**src/rtl/seg_scan_display_pkg.sv**
```systemverilog
// Shared constants for the multiplexed 7-segment display driver: active-low glyphs,
// display mode encodings, control FSM states and small helper functions.
package seg_pkg;

  localparam logic [7:0] SEG_0     = 8'hC0;
  localparam logic [7:0] SEG_1     = 8'hF9;
  localparam logic [7:0] SEG_2     = 8'hA4;
  localparam logic [7:0] SEG_3     = 8'hB0;
  localparam logic [7:0] SEG_4     = 8'h99;
  localparam logic [7:0] SEG_5     = 8'h92;
  localparam logic [7:0] SEG_6     = 8'h82;
  localparam logic [7:0] SEG_7     = 8'hF8;
  localparam logic [7:0] SEG_8     = 8'h80;
  localparam logic [7:0] SEG_9     = 8'h90;
  localparam logic [7:0] SEG_MINUS = 8'hBF;
  localparam logic [7:0] SEG_E     = 8'h86;
  localparam logic [7:0] SEG_BLANK = 8'hFF;

  typedef enum logic [1:0] {
    MODE_UNS = 2'd0,
    MODE_NEG = 2'd1,
    MODE_ERR = 2'd2,
    MODE_OFF = 2'd3
  } mode_e;

  typedef enum logic [1:0] {
    ST_IDLE   = 2'd0,
    ST_CONV   = 2'd1,
    ST_COMMIT = 2'd2
  } ctrl_state_e;

  function automatic logic [7:0] digit_glyph(input logic [3:0] d);
    logic [7:0] g;
    case (d)
      4'd0:    g = SEG_0;
      4'd1:    g = SEG_1;
      4'd2:    g = SEG_2;
      4'd3:    g = SEG_3;
      4'd4:    g = SEG_4;
      4'd5:    g = SEG_5;
      4'd6:    g = SEG_6;
      4'd7:    g = SEG_7;
      4'd8:    g = SEG_8;
      4'd9:    g = SEG_9;
      default: g = SEG_BLANK;
    endcase
    return g;
  endfunction

  function automatic logic [31:0] pow10(input int n);
    logic [31:0] p;
    p = 32'd1;
    for (int i = 0; i < n; i++) p = p * 32'd10;
    return p;
  endfunction

endpackage

```
**src/rtl/seg_scan_display_bin2bcd.sv**
```systemverilog
// Sequential binary-to-BCD converter (shift-add-3), one input bit per clock.
// done is high during the final iteration so the caller can commit on the next edge.
module bin2bcd_seq #(
  parameter int BIN_W  = 11,
  parameter int DIGITS = 4
) (
  input  logic                  Clk,
  input  logic                  Rst_n,
  input  logic                  start,
  input  logic [BIN_W-1:0]      bin,
  output logic                  busy,
  output logic                  done,
  output logic [4*DIGITS-1:0]   bcd
);

  localparam int BCD_W = 4 * DIGITS;
  localparam int CNT_W = (BIN_W > 1) ? $clog2(BIN_W) : 1;

  logic [BIN_W-1:0] shift_q, shift_d;
  logic [BCD_W-1:0] bcd_q, bcd_d;
  logic [BCD_W-1:0] adj;
  logic [CNT_W-1:0] cnt_q, cnt_d;
  logic             busy_q, busy_d;

  always_ff @(posedge Clk or negedge Rst_n) begin
    if (!Rst_n) begin
      shift_q <= '0;
      bcd_q   <= '0;
      cnt_q   <= '0;
      busy_q  <= 1'b0;
    end else begin
      shift_q <= shift_d;
      bcd_q   <= bcd_d;
      cnt_q   <= cnt_d;
      busy_q  <= busy_d;
    end
  end

  // Every BCD nibble of 5 or more gets +3 so the following shift carries correctly.
  always_comb begin
    adj = bcd_q;
    for (int k = 0; k < DIGITS; k++) begin
      if (bcd_q[4*k +: 4] >= 4'd5) adj[4*k +: 4] = bcd_q[4*k +: 4] + 4'd3;
    end
  end

  assign done = busy_q && (cnt_q == CNT_W'(BIN_W - 1));

  always_comb begin
    shift_d = shift_q;
    bcd_d   = bcd_q;
    cnt_d   = cnt_q;
    busy_d  = busy_q;
    if (start) begin
      shift_d = bin;
      bcd_d   = '0;
      cnt_d   = '0;
      busy_d  = 1'b1;
    end else if (busy_q) begin
      bcd_d   = {adj[BCD_W-2:0], shift_q[BIN_W-1]};
      shift_d = shift_q << 1;
      cnt_d   = cnt_q + CNT_W'(1);
      if (done) busy_d = 1'b0;
    end
  end

  assign busy = busy_q;
  assign bcd  = bcd_q;

endmodule

```
**src/rtl/seg_scan_display.sv**
```systemverilog
// Multiplexed common-anode 7-segment driver: captures a value, converts it to BCD in the
// background, commits it atomically to shadow registers and scans the digits from there.
module seg_scan_display
  import seg_pkg::*;
#(
  parameter int DIGITS   = 4,
  parameter int DATA_W   = 11,
  parameter int PRESCALE = 4096,
  parameter int BLANK_LZ = 1
) (
  input  logic              Clk,
  input  logic              Rst_n,
  input  logic              load,
  input  logic [DATA_W-1:0] value,
  input  logic [1:0]        mode,
  input  logic [DIGITS-1:0] dp,
  output logic              ready,
  output logic [DIGITS-1:0] anodes,
  output logic [7:0]        segments
);

  localparam int          BCD_W   = 4 * DIGITS;
  localparam int          IDX_W   = (DIGITS > 1) ? $clog2(DIGITS) : 1;
  localparam int          PRESC_W = $clog2(PRESCALE);
  localparam logic [31:0] UNS_MAX = pow10(DIGITS) - 32'd1;
  localparam logic [31:0] NEG_MAX = pow10(DIGITS - 1) - 32'd1;

  ctrl_state_e       state_q, state_d;
  logic              accept, commit;
  logic              conv_busy, conv_done;
  logic [BCD_W-1:0]  conv_bcd;

  mode_e             cap_mode_q, cap_mode_d;
  logic [DIGITS-1:0] cap_dp_q, cap_dp_d;
  logic [BCD_W-1:0]  sh_bcd_q, sh_bcd_d;
  mode_e             sh_mode_q, sh_mode_d;
  logic [DIGITS-1:0] sh_dp_q, sh_dp_d;

  logic [PRESC_W-1:0] presc_q, presc_d;
  logic [IDX_W-1:0]   idx_q, idx_d;
  logic               lit_q, lit_d;
  logic               wrap;
  logic [DIGITS-1:0]  anodes_q, anodes_d;
  logic [7:0]         seg_q, seg_d;

  logic               overflow;
  logic [IDX_W-1:0]   msd;
  logic [IDX_W-1:0]   minus_pos;
  logic [3:0]         cur_digit;
  logic [7:0]         glyph;

  bin2bcd_seq #(
    .BIN_W  (DATA_W),
    .DIGITS (DIGITS)
  ) u_bin2bcd (
    .Clk   (Clk),
    .Rst_n (Rst_n),
    .start (accept),
    .bin   (value),
    .busy  (conv_busy),
    .done  (conv_done),
    .bcd   (conv_bcd)
  );

  always_ff @(posedge Clk or negedge Rst_n) begin
    if (!Rst_n) state_q <= ST_IDLE;
    else        state_q <= state_d;
  end

  always_comb begin
    state_d = state_q;
    case (state_q)
      ST_IDLE:   if (accept) state_d = ST_CONV;
      ST_CONV:   if (conv_done) state_d = ST_COMMIT;
      ST_COMMIT: state_d = ST_IDLE;
      default:   state_d = ST_IDLE;
    endcase
  end

  always_comb begin
    ready  = (state_q == ST_IDLE) && !conv_busy;
    accept = load && ready;
    commit = (state_q == ST_COMMIT);
  end

  // Range check happens at capture time so only the resulting mode needs storing.
  always_comb begin
    overflow = 1'b0;
    if (mode_e'(mode) == MODE_UNS && 32'(value) > UNS_MAX) overflow = 1'b1;
    if (mode_e'(mode) == MODE_NEG && 32'(value) > NEG_MAX) overflow = 1'b1;
  end

  always_comb begin
    cap_mode_d = cap_mode_q;
    cap_dp_d   = cap_dp_q;
    sh_bcd_d   = sh_bcd_q;
    sh_mode_d  = sh_mode_q;
    sh_dp_d    = sh_dp_q;
    if (accept) begin
      cap_mode_d = overflow ? MODE_ERR : mode_e'(mode);
      cap_dp_d   = dp;
    end
    if (commit) begin
      sh_bcd_d  = conv_bcd;
      sh_mode_d = cap_mode_q;
      sh_dp_d   = cap_dp_q;
    end
  end

  always_ff @(posedge Clk or negedge Rst_n) begin
    if (!Rst_n) begin
      cap_mode_q <= MODE_UNS;
      cap_dp_q   <= '0;
      sh_bcd_q   <= '0;
      sh_mode_q  <= MODE_UNS;
      sh_dp_q    <= '0;
    end else begin
      cap_mode_q <= cap_mode_d;
      cap_dp_q   <= cap_dp_d;
      sh_bcd_q   <= sh_bcd_d;
      sh_mode_q  <= sh_mode_d;
      sh_dp_q    <= sh_dp_d;
    end
  end

  // The first prescaler wrap only switches the display on; later wraps step the index.
  always_comb begin
    wrap    = (presc_q == PRESC_W'(PRESCALE - 1));
    presc_d = wrap ? '0 : presc_q + PRESC_W'(1);
    idx_d   = idx_q;
    lit_d   = lit_q;
    if (wrap) begin
      if (!lit_q) lit_d = 1'b1;
      else        idx_d = (idx_q == IDX_W'(DIGITS - 1)) ? '0 : idx_q + IDX_W'(1);
    end
  end

  always_comb begin
    msd = '0;
    for (int j = 0; j < DIGITS; j++) begin
      if (sh_bcd_q[4*j +: 4] != 4'd0) msd = IDX_W'(j);
    end
    if (BLANK_LZ == 0)                     minus_pos = IDX_W'(DIGITS - 1);
    else if (msd == IDX_W'(DIGITS - 1))    minus_pos = msd;
    else                                   minus_pos = msd + IDX_W'(1);
    cur_digit = sh_bcd_q[{idx_q, 2'b00} +: 4];
  end

  always_comb begin
    glyph = SEG_BLANK;
    case (sh_mode_q)
      MODE_UNS: begin
        if (BLANK_LZ != 0 && idx_q > msd) glyph = SEG_BLANK;
        else                              glyph = digit_glyph(cur_digit);
      end
      MODE_NEG: begin
        if (idx_q == minus_pos)     glyph = SEG_MINUS;
        else if (idx_q > minus_pos) glyph = SEG_BLANK;
        else                        glyph = digit_glyph(cur_digit);
      end
      MODE_ERR: glyph = (idx_q == '0) ? SEG_E : SEG_BLANK;
      default:  glyph = SEG_BLANK;
    endcase
    if (sh_mode_q != MODE_ERR && sh_dp_q[idx_q] && glyph != SEG_BLANK) glyph[7] = 1'b0;
    anodes_d = lit_q ? ~(DIGITS'(1) << idx_q) : '1;
    seg_d    = lit_q ? glyph : SEG_BLANK;
  end

  always_ff @(posedge Clk or negedge Rst_n) begin
    if (!Rst_n) begin
      presc_q  <= '0;
      idx_q    <= '0;
      lit_q    <= 1'b0;
      anodes_q <= '1;
      seg_q    <= SEG_BLANK;
    end else begin
      presc_q  <= presc_d;
      idx_q    <= idx_d;
      lit_q    <= lit_d;
      anodes_q <= anodes_d;
      seg_q    <= seg_d;
    end
  end

  assign anodes   = anodes_q;
  assign segments = seg_q;

endmodule

```
**config.mk**
```make
export PLATFORM = sky130hd
export DESIGN_NAME = seg_scan_display
export DESIGN_NICKNAME = d
export VERILOG_FILES = /design/src/rtl/seg_scan_display_pkg.sv /design/src/rtl/seg_scan_display_bin2bcd.sv /design/src/rtl/seg_scan_display.sv
export SDC_FILE = /design/constraint.sdc
export NUM_CORES = 1
export LEC_CHECK = 0
export CORE_UTILIZATION = 33
export DETAILED_ROUTE_END_ITERATION = 7
export SETUP_SLACK_MARGIN = 0.2
export SLEW_MARGIN = 20
export SYNTH_ARGS = -nofsm -noshare
export SYNTH_HDL_FRONTEND = slang
export SYNTH_HIERARCHICAL = 1
export SYNTH_SLANG_ARGS = --single-unit
```
**constraint.sdc**
```tcl
create_clock -name Clk -period 4.8 [get_ports Clk]
set_input_delay 1.2 -clock Clk [delete_from_list [all_inputs] [get_ports Clk]]
set_output_delay 1.2 -clock Clk [all_outputs]
set_load 0.01 [all_outputs]
```
After elaboration in Yosys (flattened, before gate mapping)
Memory sizes are Yosys's and may differ from the RTL's.
Cells that the tools add are included.
- register bits after elaboration: 89
- ROM bits: 224
- memories kept: 2
- add/subtract/negate cells: 8
- magnitude comparators: 8
- equality and inequality tests: 14
- shifts and indexed selects: 2
- multiplexer cells: 34
- bitwise operators: 1
- reduce and logical (&&, ||, !) cells: 16
- memory list (name ; depth ; width ; rd ports ; clocked after memory_dff ; wr ports ; RTL line ; RTL):
    (name not given) ; 16 ; 7 ; 1 ; 0 ; 0 ; seg_scan_display_pkg.sv:34 ; case (d)
    (name not given) ; 16 ; 7 ; 1 ; 0 ; 0 ; seg_scan_display_pkg.sv:34 ;
- operators by type and width (operator ; number):
    $mux 16 ; 2
    $mux 8 ; 4
    $mux 4 ; 6
    $pmux 8 s3 ; 1
    $mux 11 ; 2
    $ge 4x3->1 const B ; 4
    $shiftx 16x5->4 ; 1
    $mux 2 ; 7
    $add 12x1->12 const B ; 1
    $add 4x2->4 const B ; 3
    $eq 12x12->1 const B ; 1
    $mux 12 ; 1
    $reduce_bool 4->1 ; 3
    $gt 11x10->1 const B ; 1
    $eq 2x2->1 const B ; 4
    $ne 8x8->1 const B ; 1
    $mux 1 ; 7
    $mux 7 ; 1
    $eq 2x1->1 const B ; 3
    $logic_and 1x1->1 ; 6
    $logic_not 2->1 ; 3
    $ne 2x2->1 const B ; 3
    $add 2x1->2 const B ; 2
    $add 4x1->4 const B ; 1
    13 further kinds ; 15

Longest topological paths before layout
- depth in word-level cells: 14
- gate-level depth with buffers: 10
- gate-level depth less buffers: 10

Hierarchy
The synthesis kept the hierarchy.
- modules (own cells, without submodules) (module ; times used ; cells each ; area each (sq um)):
    seg_scan_display ; 1 ; 230 ; 2750.1
    bin2bcd_seq ; 1 ; 184 ; 1776.7

Least setup slack after synthesis
Ideal clock, no wire load.
- path kind: in2reg
- start point: input load
- end point: register u_bin2bcd.bcd_q[1], in the netlist u_bin2bcd/bcd[1]
- library setup time: 104 ps
- arrival: 2181 ps
- data required time: 4696 ps
- setup slack: 2515 ps
- stages on the path: 5
- path buffers: 1
- cell sequence: nand2_1 -> inv_1 -> buf_2 -> or4b_1 -> o311ai_1
- cells in the longest elaborated chain, start to end: 2
- RTL lines (element ; RTL line ; RTL):
    from (decl) ; seg_scan_display.sv:13 ; input logic load,
    $logic_and 1x1->1 (*) ; seg_scan_display.sv:82 ; accept = load && ready;
    net accept ; seg_scan_display.sv:29 ; logic accept, commit;
    $mux 16 or $reduce_bool 2->1 (tied branches) ; - ;
    to (signal assigned) ; seg_scan_display_bin2bcd.sv:28 ; bcd_q <= '0;
    to (signal assigned) ; seg_scan_display_bin2bcd.sv:33 ; bcd_q <= bcd_d;
    to (decl) ; seg_scan_display_bin2bcd.sv:20 ; logic [BCD_W-1:0] bcd_q, bcd_d;
The timed path passes the listed nets; every way through them passes the cells marked *.
A chain may end at the register's enable or synchronous reset.

Worst setup path in the final report
- start point: register u_bin2bcd.busy_q, in the netlist u_bin2bcd/busy
- end point: output ready
- cells in the longest elaborated chain, start to end: 2
- RTL lines (element ; RTL line ; RTL):
    from (decl) ; seg_scan_display_bin2bcd.sv:23 ; logic busy_q, busy_d;
    from (signal assigned) ; seg_scan_display_bin2bcd.sv:35 ; busy_q <= busy_d;
    $logic_not 1->1 ; seg_scan_display.sv:81 ; ready = (state_q == ST_IDLE) && !conv_busy;
    $logic_and 1x1->1 ; seg_scan_display.sv:81 ;
    to (decl) ; seg_scan_display.sv:17 ; output logic ready,
Every way passes these cells.

==> impl_metrics.csv <==
group,metric,value,unit
timing,rsz0062_at_grt,"false",
worst_setup_path,timing.rr.start,"u_bin2bcd/busy$_DFF_PN0_",
worst_setup_path,cp.depth,3,
min_path,min_path_type,"reg2reg",
worst_setup_path,end_kind,"primary output",
place,port_buffers,32,
cells_and_area,seq_area,2240,sq um
route,drc,0,
floorplanning,die-area,14200,sq um
timing,max-slew-margin-rel,26.9,%
cells_and_area,multi_input_area,2080,sq um
floorplanning,die_width,119,microns
yosys,netlist_area,4530,sq um
place,gp_congestion,0.745,
global_route,gr-usage-all-layers,13.1,%
worst_setup_path,startpoint,"u_bin2bcd/busy$_DFF_PN0_",
cells_and_area,postLayoutCoreUtil,39.7,%
timing,tns,0,ns
worst_setup_path,critPathLaunchType,"flop",
clocking,ctsResizeCount,0,
yosys,synthArstFlopShare,100,%
cells_and_area,area_growth,16.7,%
route,dr.first_iter.drc_count,161,
yosys,synth_cells,414,
global_route,overflow,0,
route,viasPerCell,4.91,
timing,holdWs,0.475,ns
yosys,synth_edf_count,0,
yosys,synth_cell_types,52,
yosys,yosysWarningCount,6,
timing,skew,0.00934,ns
route,vias,3056,
floorplanning,rows,42,
timing,hold_viol,0,
yosys,seq_area_frac_synth,49.5,%
floorplanning,start_util,34.0,%
yosys,synth-seq-cells,89,
worst_setup_path,critPathTopFamily,"buffers and inverters",
yosys,synth_top_area_cell,"dfrtp_1",
clocking,path_clk_slew,0.06,ns
timing,fmax,0.311,GHz
clocking,cts-buffers-inserted,9,
worst_setup_path,crit_end,"ready",
route,first_pass_iters,5,
worst_setup_path,rrSetupSlack,1.99,ns
worst_setup_path,crit_type,"reg2out",
clocking,clockRootBuffer,"clkbuf_16",
route,wl_per_cell,13.7,microns
global_route,grt_pass1_wl,14700,microns
yosys,synth_flop_cell,"dfrtp_1",
timing,period_needed,3.21,ns
yosys,synth_area_leaders,"dfrtp_1, dfstp_2, mux2_2, ha_1, o21ai_0",
worst_setup_path,cpPeakStageDelay,0.62,ns
cells_and_area,diodes,0,
clocking,hold_buffers,0,
worst_setup_path,worst_path_max_delay_cell,"clkdlybuf4s50_1",
power,ir_worst_vdd,0.000218,V
yosys,syn_nets,458,
clocking,clockBufferDepth,2,
timing,layout_worst_path_cycle_share,66.9,%
global_route,antenna_found_initial,0,
route,antenna_left,0,
power,p_leak,0.00228,uW
worst_setup_path,path_cells,"buf_4, nor3_1, clkdlybuf4s50_1",
clocking,worstSkewPairLatency,0.34,ns
worst_setup_path,worstPathRequired,3.60,ns
power,p_per_area,515,nW/um^2
worst_setup_path,worstReg2RegEnd,"u_bin2bcd/bcd[9]$_DFFE_PN0P_",
job,max_cap_violations,0,
worst_setup_path,reg2regPathDepth,7,
place,dp_hpwl,6130,microns
cells_and_area,nFillCells,1305,
cells_and_area,drive_gt1_share,17.0,%
run_status,status,"finished clean",
yosys,avgSynthCellArea,10.9,sq um
worst_setup_path,critPathMaxFanout,54,
clocking,htreeDepth,3,
floorplanning,ioPinCount,33,
power,totalPowerFinal,2720,uW
timing,setup_viol,0,
cells_and_area,fin_nets,486,
timing,slew_viol_final,0,
worst_setup_path,cp_data_arrival_time,2.01,ns
worst_setup_path,critical_path_buf_inv_count,2,
clocking,cts_tree,"built",
clocking,post-cts-setup-buffers,0,
timing,tightestPinTransition,1.09,ns
clocking,clock-sinks,89,
min_path,holdPathStages,1,
route,wl,8510,microns
floorplanning,core-area,13300,sq um
floorplanning,die_h,119,microns
yosys,synth_top_area_share,42.6,%
global_route,grt_pass1_vias,3045,
global_route,grt_max_degree,64,
routing by layer:
layer  global-route usage, %  vias to the layer above  routed length [microns]  share of wire (%)
met5                       0                        -                        0                  0
met1                    16.7                     1480                     4080                 48
met4                    4.59                        0                      126                1.5
met3                    4.07                       13                      315                3.7
met2                    20.7                       52                     3990                 47
li1                        -                     1511                        -                  -
report_power, final:
group	switching [uW]	internal (uW)
logic	486	414
clock network	282	392
registers	193	954
total	960	1760
cell type report:
class                   count  share of cell area (%)
clock buffers              12                    5.05
multi-input cells         279                    39.4
flip-flops and latches     89                    42.5
well taps                 176                    4.17
repair buffers             35                    6.44
inverters                  28                    1.99
clock inverters             4                   0.498
stage by stage:
stage | std cells | cell area, sq um | setup slack (ns)
after floorplan | 414 | 4530 | 2.52
after CTS | 623 | 5280 | 1.55
final | 623 | 5280 | 1.59
after global placement | 607 | 4990 | 1.49
after global routing | 623 | 5280 | 1.45
after detailed placement | 607 | 4990 | 1.43
layout by cell type, fill, tap and decap left out, types with 3 or more instances in the layout:
master           netlist  routed
nand2_1               39      39
nor2b_1                4       3
o211ai_1               3       3
xor2_1                 9       9
ha_1                  24      24
nor3_1                 3       3
nor2_1                26      26
nor3b_1                3       3
o311ai_0               3       3
a21oi_1               10      10
o32ai_1                3       3
mux2_2                28      28
inv_1                 26      26
nand3b_1               3       3
mux4_2                 5       5
nand4_1                6       6
and3_1                 3       3
nand2b_1               7       7
a31oi_1                3       3
a21oi_2                4       4
dfstp_2               12      12
nand3_1               14      14
buf_4                  2       4
or4b_1                 3       3
dfrtp_1               77      77
o221ai_1               3       3
o21ai_0               32      32
mux2i_1               13      13
clkdlybuf4s50_1        0      31
xnor2_1                5       5
clkbuf_16              0       9
clkbuf_8               0       3
logic make-up (layout without fill, tap and decap cells):
kind of cell	after synthesis	in the layout	synth area share (%)
AOI/OAI and AO/OA	74	74	10.7
xor gates and xnor gates	14	14	2.71
adders and majority gates	24	24	6.63
buffers and inverters	46	79	4.56
DFF	89	89	49.5
muxes	46	46	12.3
and+or+nand+nor	121	121	13.5
state kept, by name (all words and copies together), names as in the netlist:
| signal | flops |
|---|---|
| cap_mode_q | 2 |
| u_bin2bcd/bcd | 16 |
| anodes | 4 |
| idx_q | 2 |
| segments | 8 |
| u_bin2bcd/shift_q | 11 |
| u_bin2bcd/cnt_q | 4 |
| sh_bcd_q | 16 |
| u_bin2bcd/busy | 1 |
| state_q | 2 |
| sh_mode_q | 2 |
| lit_q | 1 |
| cap_dp_q | 4 |
| presc_q | 12 |
| sh_dp_q | 4 |
worst min-delay path by stage:
stage / slack (ns) / to / from
6_report: 0.47 / presc_q[8]$_DFF_PN0_ / presc_q[8]$_DFF_PN0_
5_1_grt: 0.50 / presc_q[10]$_DFF_PN0_ / presc_q[10]$_DFF_PN0_
4_1_cts: 0.48 / presc_q[8]$_DFF_PN0_ / presc_q[8]$_DFF_PN0_
3_5_place_dp: 0.47 / presc_q[8]$_DFF_PN0_ / presc_q[8]$_DFF_PN0_
3_3_place_gp: 0.46 / presc_q[4]$_DFF_PN0_ / presc_q[4]$_DFF_PN0_
2_1_floorplan: 0.44 / presc_q[4]$_DFF_PN0_ / presc_q[4]$_DFF_PN0_
synthesized netlist by cell type, drive strengths merged (5+ instances only):
cell type	number
mux2	28
o21ai	32
dfstp	12
inv	27
xnor2	5
dfrtp	77
nand4	6
nand2	39
nand3	14
ha	24
buf	13
a21oi	14
nand2b	7
clkbuf	5
nor2	26
xor2	9
o311ai	5
mux4	5
mux2i	13
Note: power is estimated with default switching activity, not from simulation.
